### src/rtl/execute_stage_pipelined_if.sv
// ID/EX operand bus and EX/MEM result slot of the pipelined execute stage.
// The stage itself connects through the slave modport; the producer/consumer side uses master.
interface execute_stage_pipelined_if #(
  parameter int DATA_W     = 32,
  parameter int REG_ADDR_W = 5
);
  logic                  in_valid;
  logic                  in_ready;
  logic [DATA_W-1:0]     alu_read_data_1;
  logic [DATA_W-1:0]     alu_read_data_2;
  logic [DATA_W-1:0]     immediate;
  logic [5:0]            funct;
  logic [2:0]            alu_op;
  logic                  alu_src;
  logic                  reg_dst;
  logic [DATA_W-1:0]     pc;
  logic [REG_ADDR_W-1:0] rt;
  logic [REG_ADDR_W-1:0] rd;
  logic                  out_valid;
  logic                  out_ready;
  logic [DATA_W-1:0]     alu_result;
  logic                  zero;
  logic [DATA_W-1:0]     add_result;
  logic [DATA_W-1:0]     read_data_2_out;
  logic [REG_ADDR_W-1:0] rd_or_rt;
  logic                  busy;

  modport master (
    output in_valid, alu_read_data_1, alu_read_data_2, immediate, funct, alu_op,
           alu_src, reg_dst, pc, rt, rd, out_ready,
    input  in_ready, out_valid, alu_result, zero, add_result, read_data_2_out,
           rd_or_rt, busy
  );

  modport slave (
    input  in_valid, alu_read_data_1, alu_read_data_2, immediate, funct, alu_op,
           alu_src, reg_dst, pc, rt, rd, out_ready,
    output in_ready, out_valid, alu_result, zero, add_result, read_data_2_out,
           rd_or_rt, busy
  );
endinterface

### src/rtl/execute_stage_pipelined.sv
// Registered execute stage: ALU, branch-target add and destination select into an
// EX/MEM slot, plus an iterative multiply/divide unit with HI/LO that stalls ID/EX.
module execute_stage_pipelined #(
  parameter int DATA_W     = 32,
  parameter int REG_ADDR_W = 5,
  parameter int SHAMT_W    = 5
) (
  input  logic                   clk,
  input  logic                   rst_n,
  execute_stage_pipelined_if.slave ex
);
  localparam int CNT_W = $clog2(DATA_W);
  localparam logic [CNT_W-1:0] LAST_ITER = CNT_W'(DATA_W - 1);

  typedef enum logic [0:0] {ST_IDLE = 1'b0, ST_MULDIV = 1'b1} state_t;

  state_t                  state_r, state_nxt_s;
  logic                    in_ready_s, accept_s, is_muldiv_s, md_start_s, md_last_s;
  logic                    md_signed_s, slt_s, sltu_s;
  logic [DATA_W-1:0]       op_b_s, alu_res_s, rtype_s, add_res_s, a_mag_s, b_mag_s;
  logic [SHAMT_W-1:0]      shamt_s;

  logic                    out_valid_r, zero_r;
  logic [DATA_W-1:0]       alu_result_r, add_result_r, read_data_2_r;
  logic [REG_ADDR_W-1:0]   rd_or_rt_r;

  logic [DATA_W-1:0]       hi_r, lo_r, opnd_r, md_dividend_r;
  logic [CNT_W-1:0]        cnt_r;
  logic [2*DATA_W-1:0]     acc_r, acc_nxt_s, prod_s;
  logic                    md_is_div_r, md_neg_q_r, md_neg_r_r, md_div0_r;
  logic [DATA_W:0]         mul_sum_s, div_shift_s, div_diff_s;
  logic [DATA_W-1:0]       hi_fin_s, lo_fin_s;

  assign op_b_s      = ex.alu_src ? ex.immediate : ex.alu_read_data_2;
  assign shamt_s     = ex.immediate[6 +: SHAMT_W];
  assign add_res_s   = ex.pc + {ex.immediate[DATA_W-3:0], 2'b00};
  assign slt_s       = $signed(ex.alu_read_data_1) < $signed(op_b_s);
  assign sltu_s      = ex.alu_read_data_1 < op_b_s;
  // funct 0x18..0x1B: mult, multu, div, divu
  assign is_muldiv_s = (ex.alu_op == 3'b010) && (ex.funct[5:2] == 4'b0110);
  assign in_ready_s  = rst_n && (state_r == ST_IDLE) && (!out_valid_r || ex.out_ready);
  assign accept_s    = ex.in_valid && in_ready_s;
  assign md_start_s  = accept_s && is_muldiv_s;
  assign md_last_s   = (state_r == ST_MULDIV) && (cnt_r == LAST_ITER);

  // R-type function decode
  always_comb begin
    rtype_s = '0;
    case (ex.funct)
      6'h20, 6'h21: rtype_s = ex.alu_read_data_1 + op_b_s;
      6'h22, 6'h23: rtype_s = ex.alu_read_data_1 - op_b_s;
      6'h24:        rtype_s = ex.alu_read_data_1 & op_b_s;
      6'h25:        rtype_s = ex.alu_read_data_1 | op_b_s;
      6'h26:        rtype_s = ex.alu_read_data_1 ^ op_b_s;
      6'h27:        rtype_s = ~(ex.alu_read_data_1 | op_b_s);
      6'h2A:        rtype_s = {{(DATA_W-1){1'b0}}, slt_s};
      6'h2B:        rtype_s = {{(DATA_W-1){1'b0}}, sltu_s};
      6'h00:        rtype_s = op_b_s << shamt_s;
      6'h02:        rtype_s = op_b_s >> shamt_s;
      6'h03:        rtype_s = $signed(op_b_s) >>> shamt_s;
      6'h10:        rtype_s = hi_r;
      6'h12:        rtype_s = lo_r;
      default:      rtype_s = '0;
    endcase
  end

  // Main-decoder ALU class; unused encodings behave as add
  always_comb begin
    alu_res_s = '0;
    case (ex.alu_op)
      3'b001:  alu_res_s = ex.alu_read_data_1 - op_b_s;
      3'b011:  alu_res_s = ex.alu_read_data_1 & op_b_s;
      3'b100:  alu_res_s = ex.alu_read_data_1 | op_b_s;
      3'b101:  alu_res_s = {{(DATA_W-1){1'b0}}, slt_s};
      3'b010:  alu_res_s = rtype_s;
      default: alu_res_s = ex.alu_read_data_1 + op_b_s;
    endcase
  end

  // EX/MEM output slot; multiply/divide never fills it
  always_ff @(posedge clk) begin
    if (!rst_n) begin
      out_valid_r   <= 1'b0;
      alu_result_r  <= '0;
      zero_r        <= 1'b0;
      add_result_r  <= '0;
      read_data_2_r <= '0;
      rd_or_rt_r    <= '0;
    end else if (accept_s && !is_muldiv_s) begin
      out_valid_r   <= 1'b1;
      alu_result_r  <= alu_res_s;
      zero_r        <= (alu_res_s == '0);
      add_result_r  <= add_res_s;
      read_data_2_r <= ex.alu_read_data_2;
      rd_or_rt_r    <= ex.reg_dst ? ex.rd : ex.rt;
    end else if (ex.out_ready) begin
      out_valid_r   <= 1'b0;
    end
  end

  // Operands are iterated as magnitudes; signs are reapplied on the final cycle
  assign md_signed_s = !ex.funct[0];
  assign a_mag_s = (md_signed_s && ex.alu_read_data_1[DATA_W-1]) ? -ex.alu_read_data_1 : ex.alu_read_data_1;
  assign b_mag_s = (md_signed_s && op_b_s[DATA_W-1]) ? -op_b_s : op_b_s;

  assign mul_sum_s   = {1'b0, acc_r[2*DATA_W-1:DATA_W]} + (acc_r[0] ? {1'b0, opnd_r} : '0);
  assign div_shift_s = {acc_r[2*DATA_W-1:DATA_W], acc_r[DATA_W-1]};
  assign div_diff_s  = div_shift_s - {1'b0, opnd_r};

  // One shift-add or restoring-divide step; acc holds {hi/remainder, lo/quotient}
  always_comb begin
    acc_nxt_s = acc_r;
    if (md_is_div_r) begin
      if (!div_diff_s[DATA_W]) begin
        acc_nxt_s = {div_diff_s[DATA_W-1:0], acc_r[DATA_W-2:0], 1'b1};
      end else begin
        acc_nxt_s = {div_shift_s[DATA_W-1:0], acc_r[DATA_W-2:0], 1'b0};
      end
    end else begin
      acc_nxt_s = {mul_sum_s, acc_r[DATA_W-1:1]};
    end
  end

  // Sign fix-up and divide-by-zero result for the HI/LO write
  always_comb begin
    prod_s   = md_neg_q_r ? -acc_nxt_s : acc_nxt_s;
    hi_fin_s = prod_s[2*DATA_W-1:DATA_W];
    lo_fin_s = prod_s[DATA_W-1:0];
    if (md_is_div_r) begin
      if (md_div0_r) begin
        lo_fin_s = '1;
        hi_fin_s = md_dividend_r;
      end else begin
        lo_fin_s = md_neg_q_r ? -acc_nxt_s[DATA_W-1:0] : acc_nxt_s[DATA_W-1:0];
        hi_fin_s = md_neg_r_r ? -acc_nxt_s[2*DATA_W-1:DATA_W] : acc_nxt_s[2*DATA_W-1:DATA_W];
      end
    end else begin
      hi_fin_s = prod_s[2*DATA_W-1:DATA_W];
      lo_fin_s = prod_s[DATA_W-1:0];
    end
  end

  // Multiply/divide operand latch, iteration and HI/LO write-back
  always_ff @(posedge clk) begin
    if (!rst_n) begin
      cnt_r         <= '0;
      acc_r         <= '0;
      opnd_r        <= '0;
      md_dividend_r <= '0;
      md_is_div_r   <= 1'b0;
      md_neg_q_r    <= 1'b0;
      md_neg_r_r    <= 1'b0;
      md_div0_r     <= 1'b0;
      hi_r          <= '0;
      lo_r          <= '0;
    end else if (md_start_s) begin
      cnt_r         <= '0;
      acc_r         <= {{DATA_W{1'b0}}, a_mag_s};
      opnd_r        <= b_mag_s;
      md_dividend_r <= ex.alu_read_data_1;
      md_is_div_r   <= ex.funct[1];
      md_neg_q_r    <= md_signed_s && (ex.alu_read_data_1[DATA_W-1] ^ op_b_s[DATA_W-1]);
      md_neg_r_r    <= md_signed_s && ex.alu_read_data_1[DATA_W-1];
      md_div0_r     <= (op_b_s == '0);
    end else if (state_r == ST_MULDIV) begin
      cnt_r <= cnt_r + CNT_W'(1);
      acc_r <= acc_nxt_s;
      if (md_last_s) begin
        hi_r <= hi_fin_s;
        lo_r <= lo_fin_s;
      end
    end
  end

  // FSM state register
  always_ff @(posedge clk) begin
    if (!rst_n) begin
      state_r <= ST_IDLE;
    end else begin
      state_r <= state_nxt_s;
    end
  end

  // FSM next state
  always_comb begin
    state_nxt_s = state_r;
    case (state_r)
      ST_IDLE: begin
        if (md_start_s) state_nxt_s = ST_MULDIV;
        else            state_nxt_s = ST_IDLE;
      end
      ST_MULDIV: begin
        if (md_last_s) state_nxt_s = ST_IDLE;
        else           state_nxt_s = ST_MULDIV;
      end
      default: state_nxt_s = ST_IDLE;
    endcase
  end

  assign ex.in_ready        = in_ready_s;
  assign ex.out_valid       = out_valid_r;
  assign ex.alu_result      = alu_result_r;
  assign ex.zero            = zero_r;
  assign ex.add_result      = add_result_r;
  assign ex.read_data_2_out = read_data_2_r;
  assign ex.rd_or_rt        = rd_or_rt_r;
  assign ex.busy            = (state_r == ST_MULDIV);
endmodule

### src/flat_wrapper.sv
// flat-port wrapper written by rule: the top's interface ports become plain ports
module execute_stage_pipelined_flat 
#(
  parameter int DATA_W     = 32,
  parameter int REG_ADDR_W = 5,
  parameter int SHAMT_W    = 5
)
  (clk, rst_n, ex_in_valid, ex_alu_read_data_1, ex_alu_read_data_2, ex_immediate, ex_funct, ex_alu_op, ex_alu_src, ex_reg_dst, ex_pc, ex_rt, ex_rd, ex_out_ready, ex_in_ready, ex_out_valid, ex_alu_result, ex_zero, ex_add_result, ex_read_data_2_out, ex_rd_or_rt, ex_busy);
  execute_stage_pipelined_if #(.DATA_W(DATA_W), .REG_ADDR_W(REG_ADDR_W)) ex_i ();
  input  logic clk;
  input  logic rst_n;
  input wire logic [$bits(ex_i.in_valid)-1:0] ex_in_valid;
  input wire logic [$bits(ex_i.alu_read_data_1)-1:0] ex_alu_read_data_1;
  input wire logic [$bits(ex_i.alu_read_data_2)-1:0] ex_alu_read_data_2;
  input wire logic [$bits(ex_i.immediate)-1:0] ex_immediate;
  input wire logic [$bits(ex_i.funct)-1:0] ex_funct;
  input wire logic [$bits(ex_i.alu_op)-1:0] ex_alu_op;
  input wire logic [$bits(ex_i.alu_src)-1:0] ex_alu_src;
  input wire logic [$bits(ex_i.reg_dst)-1:0] ex_reg_dst;
  input wire logic [$bits(ex_i.pc)-1:0] ex_pc;
  input wire logic [$bits(ex_i.rt)-1:0] ex_rt;
  input wire logic [$bits(ex_i.rd)-1:0] ex_rd;
  input wire logic [$bits(ex_i.out_ready)-1:0] ex_out_ready;
  output wire logic [$bits(ex_i.in_ready)-1:0] ex_in_ready;
  output wire logic [$bits(ex_i.out_valid)-1:0] ex_out_valid;
  output wire logic [$bits(ex_i.alu_result)-1:0] ex_alu_result;
  output wire logic [$bits(ex_i.zero)-1:0] ex_zero;
  output wire logic [$bits(ex_i.add_result)-1:0] ex_add_result;
  output wire logic [$bits(ex_i.read_data_2_out)-1:0] ex_read_data_2_out;
  output wire logic [$bits(ex_i.rd_or_rt)-1:0] ex_rd_or_rt;
  output wire logic [$bits(ex_i.busy)-1:0] ex_busy;
  assign ex_i.in_valid = ex_in_valid;
  assign ex_i.alu_read_data_1 = ex_alu_read_data_1;
  assign ex_i.alu_read_data_2 = ex_alu_read_data_2;
  assign ex_i.immediate = ex_immediate;
  assign ex_i.funct = ex_funct;
  assign ex_i.alu_op = ex_alu_op;
  assign ex_i.alu_src = ex_alu_src;
  assign ex_i.reg_dst = ex_reg_dst;
  assign ex_i.pc = ex_pc;
  assign ex_i.rt = ex_rt;
  assign ex_i.rd = ex_rd;
  assign ex_i.out_ready = ex_out_ready;
  assign ex_in_ready = ex_i.in_ready;
  assign ex_out_valid = ex_i.out_valid;
  assign ex_alu_result = ex_i.alu_result;
  assign ex_zero = ex_i.zero;
  assign ex_add_result = ex_i.add_result;
  assign ex_read_data_2_out = ex_i.read_data_2_out;
  assign ex_rd_or_rt = ex_i.rd_or_rt;
  assign ex_busy = ex_i.busy;
  execute_stage_pipelined #(.DATA_W(DATA_W), .REG_ADDR_W(REG_ADDR_W), .SHAMT_W(SHAMT_W)) u_core (.clk(clk), .rst_n(rst_n), .ex(ex_i));
endmodule
### config.mk
export PLATFORM = sky130hd
export DESIGN_NAME = execute_stage_pipelined_flat
export DESIGN_NICKNAME = d
export VERILOG_FILES = /design/src/rtl/execute_stage_pipelined_if.sv /design/src/rtl/execute_stage_pipelined.sv /design/src/flat_wrapper.sv
export SDC_FILE = /design/constraint.sdc
export NUM_CORES = 2
export LEC_CHECK = 0
export CAP_MARGIN = 30
export CORE_ASPECT_RATIO = 0.75
export CORE_MARGIN = 10
export CORE_UTILIZATION = 25
export CTS_BUF_LIST = sky130_fd_sc_hd__clkbuf_2 sky130_fd_sc_hd__clkbuf_4 sky130_fd_sc_hd__clkbuf_8
export DETAILED_ROUTE_END_ITERATION = 8
export PLACE_DENSITY = 0.52
export SETUP_SLACK_MARGIN = 0.02
export SYNTH_ARGS = -nofsm -noshare
export SYNTH_HDL_FRONTEND = slang
export SYNTH_SLANG_ARGS = --single-unit
export TNS_END_PERCENT = 50
### constraint.sdc
create_clock -name clk -period 19.4 [get_ports clk]
set_clock_uncertainty 0.2 [all_clocks]
set_input_delay 5.82 -clock clk [delete_from_list [all_inputs] [get_ports clk]]
set_output_delay 5.82 -clock clk [all_outputs]
set_load 0.05 [all_outputs]
# Word level (Yosys, flattened, before mapping)
# Cells that the tools add are included.
# W data, S select, Z words.
classes:
  magnitude_cmp: 2
  n_bitwise: 8
  n_eq_ne: 21
  mux: 23
  addsub: 11
  shift: 3
  reduce_logical: 23
ops:
  columns: ["operator", "count"]
  rows:
  - ["$pmux W32 S13", 1]
  - ["$mux W32", 12]
  - ["$mux W64", 3]
  - ["$pmux W32 S5", 1]
  - ["$neg A32 Y32", 4]
  - ["$add A32 B32 Y32", 2]
  - ["$logic_not A32 Y1", 2]
  - ["$lt A32 B32 Y1", 2]
  - ["$neg A64 Y64", 1]
  - ["$eq A6 B6 Y1 const B", 10]
  - ["$add A32 B32 Y33", 1]
  - ["$sub A33 B32 Y33", 1]
  - ["$and A32 B32 Y32", 1]
  - ["$not A32 Y32", 1]
  - ["$or A32 B32 Y32", 1]
  - ["$shl A32 B5 Y32", 1]
  - ["$shr A32 B5 Y32", 1]
  - ["$sshr A32 B5 Y32", 1]
  - ["$sub A32 B32 Y32", 1]
  - ["$xor A32 B32 Y32", 1]
  - ["$eq A6 B2 Y1 const B", 2]
  - ["$eq A6 B5 Y1 const B", 2]
  - ["$logic_and A1 B1 Y1", 10]
  - ["$eq A3 B2 Y1 const B", 2]
  - ["16 further kinds", 27]
word_totals:
  regBits: 305
  wordCells: 109
  out_inout_bits: 105
  input_bits: 153

# Longest topological paths before layout
logic_depth:
  word_depth: 7
  depth_mapped: 25
  depth_no_buf: 24

# Worst setup path after synthesis
# Ideal clock, no wire load.
synth_timing:
  path_type: "input-to-output"
  startpoint: "in ex_out_ready"
  endpoint: "out ex_in_ready"
  path_buffers: 0
  required_ns: 13.380
  cell_stages: 2
  path_slack_ns: 6.266
  arrival_time_ns: 7.114
  cell_sequence: "nor2b_1 nor3b_1"
synth_between:
  elab_chain_cells: 2
synth_lines:
  columns: ["element", "line", "source"]
  rows:
  - ["start: declaration", "flat_wrapper.sv:23", "input wire logic [$bits(ex_i.out_ready)-1:0] ex_out_ready;"]
  - ["$logic_or A1 B1 Y1", "execute_stage_pipelined.sv:41", "assign in_ready_s = rst_n && (state_r == ST_IDLE) && (!out_valid_r || ex.out_ready);"]
  - ["$logic_and A1 B1 Y1", "execute_stage_pipelined.sv:41", null]
  - ["end: declaration", "flat_wrapper.sv:24", "output wire logic [$bits(ex_i.in_ready)-1:0] ex_in_ready;"]
# No other way between the ends.

# Final worst setup path
# Same ends and word-level chain as after synthesis.

==> flow_metrics.tcl <==
set metrics [dict create \
    nets 4947 \
    hold_violations 0 \
    port_buffers 257 \
    cts_root_buffer "clkbuf_8" \
    hpwl_mm 132 \
    rows 115 \
    hold_depth 2 \
    finalMaxSlewViolations 0 \
    wl_per_cell_um 25.9 \
    dieArea_um2 147000 \
    grt_pass1_vias 33200 \
    hp-start "u_core.ex.read_data_2_out[15]$_SDFFE_PN0P_" \
    holdBufCountCts 0 \
    fin_crit_sh_pct 74.8 \
    nFillCells 14300 \
    multiInputGateArea_um2 24900 \
    seq_area_frac_synth_pct 18.6 \
    ant_nets 0 \
    die_x_um 439 \
    status "completed" \
    async_reset_ff_share_pct 0 \
    ys_warn_count 0 \
    cts.path.max_buffers 3 \
    area_growth_pct 17.6 \
    ys_ff_latch 305 \
    path_clk_slew_ns 0.06 \
    drt_first_pass_iters 7 \
    netlist.area_leader.share_pct 18.6 \
    startpoint_type "primary input" \
    drt-total-wl_mm 166 \
    regToRegSetupSlack_ns 11.99 \
    drt_iter0_markers 4740 \
    synth_nets 4823 \
    ff2ff_path_depth 25 \
    area.sequential_um2 6110 \
    path_class "in -> out" \
    cts_setup_buffers 0 \
    ys.flop_type "dfxtp_1" \
    arrival_ns 8.49 \
    grt_remaining_overflow 0 \
    worstPathCellList "clkdlybuf4s50_1 -> nor2b_1 -> nor3b_1 -> buf_4 -> clkdlybuf4s50_1" \
    ios 258 \
    max_cap_violations 0 \
    cts_made_buffers 61 \
    critical-path-max-stage-delay_ns 0.88 \
    final_util_pct 29.5 \
    syn_area_per_cell_um2 7.36 \
    cts.sinks 305 \
    slew_headroom_pct 20.8 \
    drive_gt1_share_pct 8.46 \
    gp_congestion 1.02 \
    drc 0 \
    period_needed_ns 14.51 \
    crit_top_cell "clkdlybuf4s50_1" \
    crit_buf_inv 3 \
    cp.required_ns 13.38 \
    clock_latency_ns 0.74 \
    reg2reg_to "u_core.hi_r[28]$_SDFFE_PN0P_" \
    synth.most_common_cell "nand2_1" \
    tightest_slew_ns 1.18 \
    synth_cells 4468 \
    rsz0062_at_grt "no" \
    setup_viol 0 \
    grt_util_all_layers_pct 21.3 \
    route.vias.total 36300 \
    core_area_um2 131000 \
    synth_area_leaders "dfxtp_1 (19%), ha_1 (7.5%), nand2_1 (5.9%), o21ai_0 (5.7%), mux2i_1 (5.2%)" \
    worstPathMaxFanout 3 \
    die_h_um 334 \
    fmax_mhz 68.9 \
    antenna_found_initial 14 \
    hold_path.class "reg -> reg" \
    hold_end "u_core.ex.read_data_2_out[15]$_SDFFE_PN0P_" \
    cts_resized 0 \
    grt_max_degree 98 \
    leakage_nw 15.1 \
    grt_pass1_wl_mm 237 \
    crit_slowest_cell "nor3b_1" \
    cts_tree "built" \
    ir_worst_vdd_uv 43.5 \
    ys_types 100 \
    start_util_pct 25.1 \
    yosys.area.top_type "dfxtp_1" \
    viasPerCell 5.68 \
    critPathTopFamily "buffers and inverters" \
    worstReg2RegStart "u_core.acc_r[31]$_SDFFE_PN0P_" \
    synth_edf_count 0 \
    powerDensity_nw_per_um2 55.3 \
    htree_levels 2 \
    finalSetupTns_ns 0 \
    synth_common_cells "nand2_1 (519), o21ai_0 (374), nor2_1 (331)" \
    netlist_area_um2 32900 \
    crit_path_end_kind "primary output" \
]
cells by family after synthesis:
group,synth area share [%]
simple gates,21.0
buf+inv,5.98
flops,18.6
compound gates,30.0
mux,10.6
xor+xnor,5.99
fa+ha+maj,7.80
metrics by stage:
step                      worst slack [ns]  area [um^2]  hold WS (ns)  power [mW]  instances
final                                 4.89        38700         0.265        2.14       6400
after floorplan                       6.27        32900         0.224        1.10       4468
after global placement                4.97        37200         0.253        1.38       6270
after CTS                             4.94        38600         0.268        2.13       6387
after detailed placement              4.96        37300         0.260        1.38       6280
after global routing                  4.89        38700         0.283        2.22       6396
layer usage:
metal	vias up	track usage [%]	routed length [um]
li1	16700	-	-
met1	17700	30.6	76400
met2	1735	30.4	67800
met3	204	6.94	18300
met4	12	4.46	3300
met5	-	0	198
worst min-delay path, delay by kind of cell (launching register included):
| family | cells | cell delay, ns |
|---|---|---|
| simple gates | 1 | 0.04 |
| compound gates | 1 | 0.06 |
| flops | 1 | 0.30 |
area by class of cell:
cell class | instances | area share, %
Multi-Input combinational cell | 3650 | 64.3
Sequential cell | 305 | 15.8
Timing Repair Buffer | 366 | 8.76
Tap cell | 1755 | 5.68
Clock buffer | 94 | 3.07
Inverter | 208 | 2.02
Clock inverter | 13 | 0.343
Antenna cell | 9 | 0.0582
power breakdown:
part | total, mW | switching [mW] | internal [mW]
registers | 0.651 | 0.00958 | 0.641
logic | 0.742 | 0.485 | 0.257
clock network | 0.749 | 0.334 | 0.415
total | 2.14 | 0.828 | 1.31
flip-flops by register name, indices dropped and copies added, names as in the netlist, 32 cells and up:
name,count
u_core.md_dividend_r,32
u_core.ex.add_result,32
u_core.acc_r,64
u_core.ex.read_data_2_out,32
u_core.opnd_r,32
u_core.lo_r,32
u_core.hi_r,32
u_core.ex.alu_result,32
worst max path at each step:
stage	startpoint	to	slack (ns)	cells after the start
final	ex_out_ready	ex_in_ready	4.89	5
after global routing	ex_out_ready	ex_in_ready	4.89	5
after CTS	ex_out_ready	ex_in_ready	4.94	5
after detailed placement	ex_out_ready	ex_in_ready	4.96	5
after global placement	ex_out_ready	ex_in_ready	4.97	5
after floorplan	ex_out_ready	ex_in_ready	6.27	2
layout by cell type (no fill, tap or decap), types with 34 or more instances in the layout:
| cell type | instances |
|---|---|
| mux2i_1 | 171 |
| and3_1 | 36 |
| a21oi_1 | 320 |
| o31ai_1 | 35 |
| xnor2_1 | 170 |
| nand2_1 | 519 |
| nor2b_1 | 35 |
| dfxtp_1 | 302 |
| ha_1 | 197 |
| o211a_1 | 34 |
| a31oi_1 | 58 |
| a211oi_1 | 68 |
| clkdlybuf4s50_1 | 249 |
| a21o_1 | 56 |
| nor3_1 | 97 |
| o211ai_1 | 83 |
| nor2_1 | 328 |
| xor2_1 | 55 |
| mux4_2 | 57 |
| nand3_1 | 115 |
| o21ai_0 | 374 |
| or3_1 | 39 |
| buf_4 | 99 |
| a21boi_0 | 94 |
| clkbuf_8 | 77 |
| mux2_2 | 43 |
| and2_1 | 86 |
| nand2b_1 | 37 |
| nand4_1 | 38 |
| inv_1 | 200 |
Power figures use the tool's default switching activity.
